[src/rtl/msft_dv_debug_apb_master_seq_pkg.sv]
// Shared debug-APB definitions: command/response layout, access op codes and sequencer states.
package msft_dv_debug_apb_master_seq_pkg;

   localparam int APB_CMD_WIDTH  = 65;
   localparam int APB_RESP_WIDTH = 36;

   // cmd_i layout for full rd/wr requests
   localparam int CMD_WRITE    = 64;
   localparam int CMD_ADDR_MSB = 63;
   localparam int CMD_ADDR_LSB = 32;

   // resp_o layout
   localparam int RESP_BUSY   = 35;
   localparam int RESP_TMO    = 34;
   localparam int RESP_SLVERR = 33;
   localparam int RESP_PROTO  = 32;

   localparam logic [1:0] REQ_RDWR = 2'b01;
   localparam logic [1:0] REQ_ACC  = 2'b10;
   localparam logic [1:0] REQ_BAD  = 2'b11;

   localparam logic [1:0] OP_STATUS = 2'd0;
   localparam logic [1:0] OP_CLEAR  = 2'd1;
   localparam logic [1:0] OP_INC    = 2'd2;
   localparam logic [1:0] OP_RSVD   = 2'd3;

   localparam logic [31:0] TMO_RDATA = 32'hDEAD_BEEF;

   typedef enum logic [1:0] {
      ST_IDLE   = 2'd0,
      ST_SETUP  = 2'd1,
      ST_ACCESS = 2'd2,
      ST_DONE   = 2'd3
   } state_e;

   function automatic logic [3:0] strb_for(input logic wr);
      return wr ? 4'hF : 4'h0;
   endfunction

endpackage

[src/rtl/msft_dv_debug_apb_master_seq_if.sv]
// APB bus between the debug sequencer (master) and the fabric/slave side.
interface msft_dv_debug_apb_master_seq_if;
   logic [31:0] paddr;
   logic        psel;
   logic        penable;
   logic        pwrite;
   logic [31:0] pwdata;
   logic [3:0]  pstrb;
   logic [2:0]  pprot;
   logic [31:0] prdata;
   logic        pready;
   logic        pslverr;

   modport master (
      output paddr, psel, penable, pwrite, pwdata, pstrb, pprot,
      input  prdata, pready, pslverr
   );

   modport slave (
      input  paddr, psel, penable, pwrite, pwdata, pstrb, pprot,
      output prdata, pready, pslverr
   );
endinterface

[src/rtl/msft_dv_debug_apb_master_seq.sv]
// Debug APB master sequencer: turns one-shot JTAG bridge requests into APB SETUP/ACCESS cycles
// with sticky error status, address auto-increment and a PREADY timeout.
module msft_dv_debug_apb_master_seq
   import msft_dv_debug_apb_master_seq_pkg::*;
#(
   parameter int          TIMEOUT_W = 8,
   parameter logic [31:0] ADDR_INC  = 32'd4,
   parameter logic [2:0]  PPROT     = 3'b010
) (
   input  logic                      clk,
   input  logic                      TRSTn,
   input  logic [1:0]                req_i,
   output logic                      ack_o,
   input  logic [APB_CMD_WIDTH-1:0]  cmd_i,
   output logic [APB_RESP_WIDTH-1:0] resp_o,
   msft_dv_debug_apb_master_seq_if.master apb
);

   // TRSTn is unrelated to clk: assert immediately, release only after two clk flops
   logic r_rst_meta;
   logic r_rst_n;

   always_ff @(posedge clk or negedge TRSTn) begin
      if (!TRSTn) begin
         r_rst_meta <= 1'b0;
         r_rst_n    <= 1'b0;
      end else begin
         r_rst_meta <= 1'b1;
         r_rst_n    <= r_rst_meta;
      end
   end

   state_e               r_state;
   logic                 r_ack;
   logic                 r_psel;
   logic                 r_penable;
   logic                 r_write;
   logic [31:0]          r_addr;
   logic [31:0]          r_wdata;
   logic [31:0]          r_rdata;
   logic                 r_tmo;
   logic                 r_slverr;
   logic                 r_proto;
   logic [TIMEOUT_W-1:0] r_tmo_cnt;

   logic [TIMEOUT_W-1:0] w_cnt_nxt;
   logic                 w_tmo_hit;

   assign w_cnt_nxt = r_tmo_cnt + 1'b1;
   // Abort on the ACCESS cycle where the count would reach all-ones
   assign w_tmo_hit = &w_cnt_nxt;

   always_ff @(posedge clk or negedge r_rst_n) begin
      if (!r_rst_n) begin
         r_state   <= ST_IDLE;
         r_ack     <= 1'b0;
         r_psel    <= 1'b0;
         r_penable <= 1'b0;
         r_write   <= 1'b0;
         r_addr    <= '0;
         r_wdata   <= '0;
         r_rdata   <= '0;
         r_tmo     <= 1'b0;
         r_slverr  <= 1'b0;
         r_proto   <= 1'b0;
         r_tmo_cnt <= '0;
      end else begin
         r_ack <= 1'b0;
         case (r_state)
            ST_IDLE: begin
               r_tmo_cnt <= '0;
               case (req_i)
                  REQ_RDWR: begin
                     r_write <= cmd_i[CMD_WRITE];
                     r_addr  <= cmd_i[CMD_ADDR_MSB:CMD_ADDR_LSB];
                     r_wdata <= cmd_i[31:0];
                     r_psel  <= 1'b1;
                     r_state <= ST_SETUP;
                  end
                  REQ_ACC: begin
                     case (cmd_i[1:0])
                        OP_CLEAR: begin
                           r_tmo    <= 1'b0;
                           r_slverr <= 1'b0;
                           r_proto  <= 1'b0;
                           r_ack    <= 1'b1;
                           r_state  <= ST_DONE;
                        end
                        OP_INC: begin
                           // replays the previous direction/data at the next address
                           r_addr  <= r_addr + ADDR_INC;
                           r_psel  <= 1'b1;
                           r_state <= ST_SETUP;
                        end
                        default: begin
                           r_ack   <= 1'b1;
                           r_state <= ST_DONE;
                        end
                     endcase
                  end
                  REQ_BAD: begin
                     r_proto <= 1'b1;
                     r_ack   <= 1'b1;
                     r_state <= ST_DONE;
                  end
                  default: ;
               endcase
            end
            ST_SETUP: begin
               r_penable <= 1'b1;
               r_state   <= ST_ACCESS;
            end
            ST_ACCESS: begin
               r_tmo_cnt <= w_cnt_nxt;
               if (apb.pready) begin
                  if (!r_write) r_rdata <= apb.prdata;
                  if (apb.pslverr) r_slverr <= 1'b1;
                  r_psel    <= 1'b0;
                  r_penable <= 1'b0;
                  r_ack     <= 1'b1;
                  r_state   <= ST_DONE;
               end else if (w_tmo_hit) begin
                  r_rdata   <= TMO_RDATA;
                  r_tmo     <= 1'b1;
                  r_psel    <= 1'b0;
                  r_penable <= 1'b0;
                  r_ack     <= 1'b1;
                  r_state   <= ST_DONE;
               end
            end
            ST_DONE: r_state <= ST_IDLE;
            default: r_state <= ST_IDLE;
         endcase
      end
   end

   assign ack_o       = r_ack;
   assign apb.paddr   = r_addr;
   assign apb.psel    = r_psel;
   assign apb.penable = r_penable;
   assign apb.pwrite  = r_write;
   assign apb.pwdata  = r_wdata;
   assign apb.pstrb   = strb_for(r_write);
   assign apb.pprot   = PPROT;

   always_comb begin
      resp_o              = '0;
      resp_o[RESP_BUSY]   = (r_state != ST_IDLE);
      resp_o[RESP_TMO]    = r_tmo;
      resp_o[RESP_SLVERR] = r_slverr;
      resp_o[RESP_PROTO]  = r_proto;
      resp_o[31:0]        = r_rdata;
   end

endmodule

[src/flat_wrapper.sv]
// flat-port wrapper written by rule: the top's interface ports become plain ports
module msft_dv_debug_apb_master_seq_flat import msft_dv_debug_apb_master_seq_pkg::*;
#(
   parameter int          TIMEOUT_W = 8,
   parameter logic [31:0] ADDR_INC  = 32'd4,
   parameter logic [2:0]  PPROT     = 3'b010
)
  (clk, TRSTn, req_i, ack_o, cmd_i, resp_o, apb_paddr, apb_psel, apb_penable, apb_pwrite, apb_pwdata, apb_pstrb, apb_pprot, apb_prdata, apb_pready, apb_pslverr);
  msft_dv_debug_apb_master_seq_if apb_i ();
  input  logic clk;
  input  logic TRSTn;
  input  logic [1:0] req_i;
  output logic ack_o;
  input  logic [APB_CMD_WIDTH-1:0] cmd_i;
  output logic [APB_RESP_WIDTH-1:0] resp_o;
  output wire logic [$bits(apb_i.paddr)-1:0] apb_paddr;
  output wire logic [$bits(apb_i.psel)-1:0] apb_psel;
  output wire logic [$bits(apb_i.penable)-1:0] apb_penable;
  output wire logic [$bits(apb_i.pwrite)-1:0] apb_pwrite;
  output wire logic [$bits(apb_i.pwdata)-1:0] apb_pwdata;
  output wire logic [$bits(apb_i.pstrb)-1:0] apb_pstrb;
  output wire logic [$bits(apb_i.pprot)-1:0] apb_pprot;
  input wire logic [$bits(apb_i.prdata)-1:0] apb_prdata;
  input wire logic [$bits(apb_i.pready)-1:0] apb_pready;
  input wire logic [$bits(apb_i.pslverr)-1:0] apb_pslverr;
  assign apb_paddr = apb_i.paddr;
  assign apb_psel = apb_i.psel;
  assign apb_penable = apb_i.penable;
  assign apb_pwrite = apb_i.pwrite;
  assign apb_pwdata = apb_i.pwdata;
  assign apb_pstrb = apb_i.pstrb;
  assign apb_pprot = apb_i.pprot;
  assign apb_i.prdata = apb_prdata;
  assign apb_i.pready = apb_pready;
  assign apb_i.pslverr = apb_pslverr;
  msft_dv_debug_apb_master_seq #(.TIMEOUT_W(TIMEOUT_W), .ADDR_INC(ADDR_INC), .PPROT(PPROT)) u_core (.clk(clk), .TRSTn(TRSTn), .req_i(req_i), .ack_o(ack_o), .cmd_i(cmd_i), .resp_o(resp_o), .apb(apb_i));
endmodule
[config.mk]
export PLATFORM = sky130hd
export DESIGN_NAME = msft_dv_debug_apb_master_seq_flat
export DESIGN_NICKNAME = d
export VERILOG_FILES = /design/src/rtl/msft_dv_debug_apb_master_seq_pkg.sv /design/src/rtl/msft_dv_debug_apb_master_seq_if.sv /design/src/rtl/msft_dv_debug_apb_master_seq.sv /design/src/flat_wrapper.sv
export SDC_FILE = /design/constraint.sdc
export NUM_CORES = 1
export LEC_CHECK = 0
export CAP_MARGIN = 30
export CORE_MARGIN = 3
export CORE_UTILIZATION = 40
export CTS_BUF_LIST = sky130_fd_sc_hd__clkbuf_2 sky130_fd_sc_hd__clkbuf_4 sky130_fd_sc_hd__clkbuf_8
export CTS_CLUSTER_DIAMETER = 150
export DETAILED_ROUTE_END_ITERATION = 8
export PLACE_DENSITY = 0.78
export SETUP_SLACK_MARGIN = 0.05
export SYNTH_ARGS = -nofsm -noshare
export SYNTH_HDL_FRONTEND = slang
export SYNTH_SLANG_ARGS = --single-unit
[constraint.sdc]
create_clock -name clk -period 9.25 [get_ports clk]
set_input_delay 0.925 -clock clk [delete_from_list [all_inputs] [get_ports clk]]
set_output_delay 0.925 -clock clk [all_outputs]
set_load 0.03 [all_outputs]
==> results of run 1 <==
registers in the layout, indices dropped and copies added, names as in the netlist:
signal              flops
u_core.apb.psel         1
u_core.apb.penable      1
u_core.r_state          2
u_core.r_rst_n          1
u_core.r_proto          1
u_core.r_tmo_cnt        8
u_core.r_slverr         1
u_core.apb.pwdata      32
u_core.r_rst_meta       1
u_core.apb.paddr       32
u_core.r_tmo            1
u_core.r_rdata         32
u_core.apb.pwrite       1
u_core.ack_o            1
power by group:
part / switching (W) / internal, W / leakage, nW
combinational: 0.000882 / 0.000671 / 1.86
sequential: 0.000199 / 0.000736 / 1.34
clock: 0.000201 / 0.000291 / 0.215
total: 0.00128 / 0.00170 / 3.41
path summary, 6_finish.rpt:
path / from / to / cells after the start
worst max-delay path: req_i[1] / u_core.apb.paddr[25] / 6
worst min-delay path: u_core.r_rst_n / u_core.r_tmo_cnt[1] / 0
worst max register to register: u_core.r_state[0] / u_core.apb.paddr[30] / 6
worst min register to register: u_core.r_rst_n / u_core.r_tmo_cnt[1] / 0
max in group asynchronous: u_core.r_rst_n / u_core.apb.paddr[8] / 1
min in group clk: u_core.r_rst_meta / u_core.r_rst_n / 0
through the flow:
stage               instance area (um^2)  cells  util, %  hold slack, ps
floorplan                           5610    573        -             331
global route                        8260    957     61.4             358
global placement                    7800    923     58.0             325
detailed placement                  7840    925     58.3             339
CTS                                 8260    957     61.4             332
finish                              8260    957     61.4             312
cells by family (layout without fill, tap and decap cells):
family,Yosys count,after routing,synth area share [%]
simple gates,197,197,17.8
compound gates,152,152,16.5
flops,115,115,51.4
buf+inv,57,265,4.58
mux,39,39,7.75
fa+ha+maj,8,8,1.79
other cells,2,4,0.134
xor+xnor,1,1,0.156
synth_stat cells, types with 3 or more instances:
cell / count / area, um^2
dfrtp_1: 115 / 2880
a21oi_1: 73 / 365
nor2_1: 66 / 248
nand2_1: 43 / 161
mux2_2: 35 / 394
clkbuf_1: 23 / 86.3
o21ai_0: 22 / 110
nand3_1: 20 / 100
inv_1: 16 / 60.1
o22ai_1: 13 / 81.3
and2_1: 11 / 68.8
a31o_2: 10 / 87.6
buf_4: 10 / 75.1
nand4_1: 9 / 56.3
nor3_1: 9 / 45.0
and3_1: 8 / 50.1
ha_1: 8 / 100
a21o_1: 6 / 45.0
a2bb2oi_1: 5 / 43.8
nand2b_1: 5 / 31.3
o22a_1: 5 / 43.8
and4_1: 4 / 35.0
buf_1: 4 / 15.0
buf_2: 4 / 20.0
mux2i_1: 4 / 40.0
a31oi_1: 3 / 18.8
nand3b_1: 3 / 22.5
or3_1: 3 / 18.8
critical path, stage by stage:
cell and delay [ps]:
clkdlybuf4s50_1 510, ha_2 170, buf_4 530, a21o_1 860, nor3_1 150, o31a_1 270
layer usage:
metal / track usage, % / vias up / part of all wire, %
met5: 0 / - / 0
met4: 7.48 / 0 / 1.9
met3: 9.35 / 21 / 9.8
met2: 33.8 / 229 / 48
met1: 25.2 / 2429 / 41
li1: - / 2422 / -
final cells by class:
class	instances	area [um^2]	share of cell area (%)
clock buffers	22	290	3.51
clock inverters	10	130	1.58
inverters	16	60.1	0.727
multi-input cells	401	2490	30.2
flip-flops and latches	115	2880	34.9
well taps	176	220	2.67
repair buffers	217	2180	26.4
==> results.py, run 1 <==
metrics = {
    "clocking": {
        "cts_resized": 0,
        "clock-root-buffer": "clkbuf_8",
        "hold_buffers": 0,
        "clk_pin_slew_worst_paths_ps": 70,
        "clock-sinks": 115,
        "htreeDepth": 4,
        "post_cts_buffers": 0,
        "clk_path_buf_depth": 2,
        "clkLatencyLatePin_ps": 430,
        "cts_buffers": 17,
        "cts_tree": "yes",
    },
    "floorplanning": {
        "coreArea_um2": 13500,
        "die_h_um": 124,
        "row_count": 42,
        "ioPinCount": 214,
        "initial_core_util_pct": 41.7,
        "dieWidth_um": 124,
        "dieArea_um2": 15500,
    },
    "grt": {
        "grt_usage_pct": 21.1,
        "grt_overflow": 0,
        "grt_pass1_vias": 5166,
        "grt_pass1_wl_um": 26400,
        "antenna_found_initial": 0,
        "grt_max_degree": 74,
    },
    "critical_path": {
        "crit_fanout": 71,
        "startpoint_type": "primary input",
        "r2r_slack_ps": 6890,
        "crit_arrival_ps": 3440,
        "path_class": "primary input to flip-flop",
        "endpoint_kind": "flip-flop",
        "crit_required_ps": 9570,
    },
    "logic_synthesis": {
        "synth-edff-count": 0,
        "synth_seq_cells": 115,
        "syn_inst": 571,
        "ys_warn_count": 0,
        "ys.flop_type": "dfrtp_1",
        "synthArstFlopShare_pct": 100,
        "syn_avg_cell_area_um2": 9.81,
        "syn_area_um2": 5600,
        "synthDistinctLibCells": 54,
        "yosysSeqAreaShare_pct": 51.4,
    },
    "sta": {
        "max_freq_ghz": 0.320,
        "finalCritPeriodShare_pct": 33.7,
        "tightest_slew_ps": 989,
        "finalClockSkew_ps": 13.1,
        "hold_violations": 0,
        "setup_ws_ps": 6130,
        "finalWorstPathRequiredPeriod_ps": 3120,
        "fin_tns_setup_ps": 0,
        "relSlewSlack_pct": 34.1,
        "rsz0062_at_grt": "no",
        "drv_slew": 0,
        "setup_viol_count_final": 0,
    },
    "hold_path": {
        "min_path_type": "flip-flop to async pin",
    },
    "drt": {
        "vias": 5101,
        "wl_um": 16400,
        "first_pass_iters": 4,
        "vias_per_cell": 5.33,
        "drc": 0,
        "postRouteAntennaNets": 0,
        "drtIter0Drc": 266,
        "wl_per_cell_um": 17.2,
    },
    "place": {
        "place_hpwl_um": 12000,
        "dp_worst_setup_slack_ps": 5740,
        "place_congestion": 0.851,
        "io_buffers": 210,
    },
    "run_status": {
        "status": "completed",
    },
    "finish": {
        "drive_above_1_share_pct": 12.4,
        "fin_nets": 879,
        "final_cell_mix": "clkdlybuf4s50_1 (210), dfrtp_1 (114), a21oi_1 (72)",
        "diodes": 0,
        "final_common_cell": "clkdlybuf4s50_1",
        "areaGrowthSynthToFinish_pct": 47.4,
        "n_fill_cell": 1132,
    },
    "power": {
        "power.leakage_nw": 3.41,
        "vdd_drop_max_v": 0.000242,
        "p_total_w": 0.00298,
        "p_per_area_nw_per_um2": 361,
    },
    "job": {
        "drv_cap": 0,
    },
}
Power figures use the tool's default switching activity.
==> run 2, diff against run 1 <==
- PLACE_DENSITY: 0.78 -> 0.81
- clock period: 9.25 -> 2.53 ns (I/O delays scaled with it)
==> results.py, run 2 (synthesized netlist as in run 1, its figures left out) <==
metrics = {
    "finish": {
        "final_cell_mix": "clkdlybuf4s50_1 (210), dfrtp_1 (114), a21oi_1 (72)",
        "final_common_cell": "clkdlybuf4s50_1",
        "fin_nets": 885,
        "drive_above_1_share_pct": 13.1,
        "diodes": 0,
        "areaGrowthSynthToFinish_pct": 49.0,
        "design_area_um2": 8350,
    },
    "clocking": {
        "clkLatencyLatePin_ps": 440,
        "clk_pin_slew_worst_paths_ps": 60,
        "clock-sinks": 115,
        "htreeDepth": 4,
        "clk_path_buf_depth": 2,
        "cts_buffers": 17,
        "cts_tree": "yes",
        "clock-root-buffer": "clkbuf_8",
    },
    "sta": {
        "fin_tns_setup_ps": 0,
        "rsz0062_at_grt": "no",
        "hold_violations": 0,
        "drv_slew": 0,
        "finalCritPeriodShare_pct": 88.6,
        "setup_viol_count_final": 0,
        "finalWorstPathRequiredPeriod_ps": 2240,
        "relSlewSlack_pct": 53.0,
        "finalClockSkew_ps": 10.1,
        "setup_ws_ps": 290,
        "tightest_slew_ps": 706,
        "max_freq_ghz": 0.446,
    },
    "drt": {
        "postRouteAntennaNets": 0,
        "wl_um": 16600,
        "drtIter0Drc": 338,
        "drc": 0,
        "first_pass_iters": 5,
        "vias": 5231,
        "vias_per_cell": 5.43,
        "wl_per_cell_um": 17.2,
    },
    "grt": {
        "grt_max_degree": 64,
        "antenna_found_initial": 0,
        "grt_usage_pct": 21.7,
        "grt_overflow": 0,
        "grt_pass1_vias": 5410,
        "grt_pass1_wl_um": 27600,
    },
    "critical_path": {
        "path_class": "flip-flop to output pin",
        "endpoint_kind": "output pin",
        "crit_fanout": 10,
        "crit_required_ps": 2280,
        "crit_arrival_ps": 1990,
        "startpoint_type": "flip-flop",
    },
    "place": {
        "place_congestion": 0.877,
        "dp_worst_setup_slack_ps": 52.0,
        "place_area_um2": 7900,
        "place_hpwl_um": 12100,
        "io_buffers": 210,
    },
    "floorplanning": {
        "dieArea_um2": 15500,
        "dieWidth_um": 124,
        "row_count": 42,
        "coreArea_um2": 13500,
        "die_h_um": 124,
        "ioPinCount": 214,
        "initial_core_util_pct": 41.7,
    },
    "run_status": {
        "status": "completed",
    },
    "power": {
        "vdd_drop_max_v": 0.000799,
        "power.leakage_nw": 3.46,
        "p_per_area_nw_per_um2": 1320,
    },
    "hold_path": {
        "min_path_type": "flip-flop to flip-flop",
    },
    "job": {
        "drv_cap": 0,
    },
}
-- run 2: power breakdown --
part | internal [W] | switching (W)
Clock | 0.00115 | 0.000736
Sequential | 0.00269 | 0.000730
Combinational | 0.00249 | 0.00324
-- run 2: path summary, 6_finish.rpt --
path	end	from	slack (ps)	cells after the start
hold reg to reg	u_core.r_rst_n	u_core.r_rst_meta	350	0
setup reg to reg	u_core.r_rdata[24]	u_core.r_tmo_cnt[1]	380	6
max in group asynchronous	u_core.apb.pwdata[15]	u_core.r_rst_n	1370	1
hold / removal	u_core.r_rst_n	u_core.r_rst_meta	350	0
min in group asynchronous	u_core.r_rdata[30]	u_core.r_rst_n	390	0
setup / recovery	resp_o[35]	u_core.r_state[0]	290	4
-- run 2: stage by stage --
step	std cells	power [W]	utilization (%)	hold WS (ps)
detailed placement	930	0.00917	58.7	338
finish	963	0.0110	62.1	351
global placement	930	0.00899	58.7	337
global route	963	0.0117	62.1	370
CTS	963	0.0111	62.0	353
floorplan	573	0.00670	-	-42.6
-- run 2: critical path: stages, from the launching register on --
cell             delay [ps]
dfrtp_1                 360
inv_1                   110
ha_2                    330
inv_1                   140
clkdlybuf4s50_1         620
-- run 2: final cells by class --
type | count | area [um^2]
clock buffers | 22 | 284
inverters | 16 | 60.1
repair buffers | 223 | 2250
fillers | 1086 | 5100
flip-flops and latches | 115 | 2880
well taps | 176 | 220
clock inverters | 10 | 154
multi-input cells | 401 | 2500
-- run 2: metal layers --
metal / global-route usage [%] / wire length, um / up-vias
li1: - / - / 2430
met1: 25.4 / 6520 / 2527
met2: 35.7 / 8000 / 237
met3: 8.83 / 1580 / 37
met4: 8.51 / 454 / 0
met5: 0 / 0 / -
-- run 2: what timing repair did --
action	in CTS	in global routing
hold endpoints to repair	2	0
hold buffers	1	0
setup endpoints to repair	0	1
buffers inserted	0	0
gates resized for setup	0	1
==> run 3, diff against run 2 <==
- MAX_ROUTING_LAYER: unset -> met4
- PLACE_DENSITY: 0.81 -> 0.78
- clock period: 2.53 -> 2.85 ns (I/O delays scaled with it)
==> results.py, run 3 (synthesized netlist as in run 1, its figures left out) <==
metrics = {
    "run_status": {
        "status": "completed",
    },
    "grt": {
        "grt_pass1_wl_um": 26200,
        "grt_max_degree": 60,
        "grt_usage_pct": 21.6,
        "antenna_found_initial": 0,
        "grt_pass1_vias": 5210,
        "grt_overflow": 0,
    },
    "power": {
        "power.leakage_nw": 3.43,
        "p_per_area_nw_per_um2": 1170,
        "pwr-share-comb_pct": 51.5,
        "vdd_drop_max_v": 0.000695,
        "intPower_w": 0.00556,
        "swShare_pct": 42.7,
        "pwr-share-clk_pct": 17.1,
        "seqPwrFrac_pct": 31.3,
        "p_switching_w": 0.00414,
    },
    "floorplanning": {
        "coreArea_um2": 13500,
        "ioPinCount": 214,
        "die_h_um": 124,
        "dieArea_um2": 15500,
        "initial_core_util_pct": 41.7,
        "row_count": 42,
        "dieWidth_um": 124,
    },
    "sta": {
        "relSlewSlack_pct": 51.4,
        "finalCritPeriodShare_pct": 83.4,
        "finalClockSkew_ps": 12.3,
        "drv_slew": 0,
        "rsz0062_at_grt": "no",
        "tightest_slew_ps": 729,
        "finalWorstPathRequiredPeriod_ps": 2380,
        "setup_viol_count_final": 0,
        "hold_slack_ps": 354,
        "fin_tns_setup_ps": 0,
        "hold_violations": 0,
        "max_freq_ghz": 0.421,
    },
    "clocking": {
        "cts_tree": "yes",
        "clk_pin_slew_worst_paths_ps": 70,
        "clk_path_buf_depth": 2,
        "clock-root-buffer": "clkbuf_8",
        "cts_buffers": 17,
        "clkLatencyLatePin_ps": 450,
        "htreeDepth": 4,
        "post_cts_buffers": 0,
        "clock-sinks": 115,
        "cts_resized": 0,
    },
    "finish": {
        "fin_nets": 884,
        "final_cell_mix": "clkdlybuf4s50_1 (210), dfrtp_1 (114), a21oi_1 (72)",
        "diodes": 0,
        "design_area_um2": 8290,
        "drive_above_1_share_pct": 12.7,
        "stdcell_count": 961,
        "final_common_cell": "clkdlybuf4s50_1",
        "final_util_pct": 61.6,
        "areaGrowthSynthToFinish_pct": 48.0,
    },
    "hold_path": {
        "min_path_type": "flip-flop to flip-flop",
    },
    "drt": {
        "drc": 0,
        "vias_per_cell": 5.34,
        "vias": 5136,
        "first_pass_iters": 4,
        "wl_um": 15900,
        "postRouteAntennaNets": 0,
        "wl_per_cell_um": 16.6,
        "drtIter0Drc": 273,
    },
    "critical_path": {
        "rr_worst_depth": 7,
        "r2r_start": "u_core.r_state[0]",
        "r2r_slack_ps": 530,
        "crit_required_ps": 2570,
        "crit_fanout": 10,
        "critPathLaunch": "u_core.r_state[0]",
        "critPathCapture": "resp_o[35]",
        "path_class": "flip-flop to output pin",
        "startpoint_type": "flip-flop",
        "crit_arrival_ps": 2090,
        "r2r-end": "u_core.r_rdata[17]",
        "endpoint_kind": "output pin",
    },
    "place": {
        "place_area_um2": 7850,
        "numPlacedInstances": 929,
        "place_hpwl_um": 11700,
        "place_congestion": 0.835,
        "io_buffers": 210,
    },
    "job": {
        "drv_cap": 0,
    },
}
==> run 3: cell count changes in the layout (fill, tap and decap cells not counted), sizes merged <==
cell      before  now
buf           12   11
clkbuf        22   21
clkinv         5    3
clkinvlp       0    3
inv           17   16
==> run 3: worst min path at each step <==
stage	start	cells after the start	end	slack [ps]
6_report	u_core.r_rst_meta	0	u_core.r_rst_n	350
5_1_grt	u_core.r_rst_meta	0	u_core.r_rst_n	370
4_1_cts	u_core.r_rst_meta	0	u_core.r_rst_n	350
3_5_place_dp	u_core.r_rst_meta	0	u_core.r_rst_n	340
3_3_place_gp	u_core.r_rst_meta	0	u_core.r_rst_n	340
2_1_floorplan	TRSTn	0	u_core.r_rst_meta	-10
==> run 3: repair_timing <==
item / in CTS / in global routing
endpoints found under the setup margin: 0 / 0
hold endpoints to repair: 2 / 0
hold buffers: 1 / 0
==> run 3: worst max-delay path, cell delays in order (launching register included) <==
cell             delay (ps)
dfrtp_1                 370
inv_1                    90
ha_1                    390
inv_1                   170
clkdlybuf4s50_1         630
==> run 3: metrics by stage <==
stage / total power, W / setup slack, ps
after detailed placement: 0.00808 / 370
after floorplan: 0.00595 / 912
final: 0.00969 / 473
after global routing: 0.0102 / 340
after global placement: 0.00797 / 415
after CTS: 0.00977 / 441
==> run 3: routing by layer <==
metal	up-vias	wire [um]	part of all wire, %	GRT usage, %
met5	-	0	0	-
met4	0	371	2.3	7.67
met3	24	1480	9.3	9.39
met2	230	7590	48	33.3
met1	2450	6480	41	25.2
li1	2432	-	-	-
==> run 3: final cells by class <==
cell class / count / area [um^2]
Clock buffer: 21 / 270
Clock inverter: 10 / 158
Fill cell: 1106 / 5160
Inverter: 16 / 60.1
Multi-Input combinational cell: 401 / 2490
Sequential cell: 115 / 2880
Tap cell: 176 / 220
Timing Repair Buffer: 222 / 2210
==> run 3: power groups by stage <==
stage	clock network, W	registers, W	logic, W
2_1_floorplan	0	0.00434	0.00161
3_3_place_gp	0	0.00302	0.00495
3_5_place_dp	0	0.00306	0.00502
4_1_cts	0.00169	0.00304	0.00504
5_1_grt	0.00178	0.00316	0.00531
6_report	0.00166	0.00304	0.00499
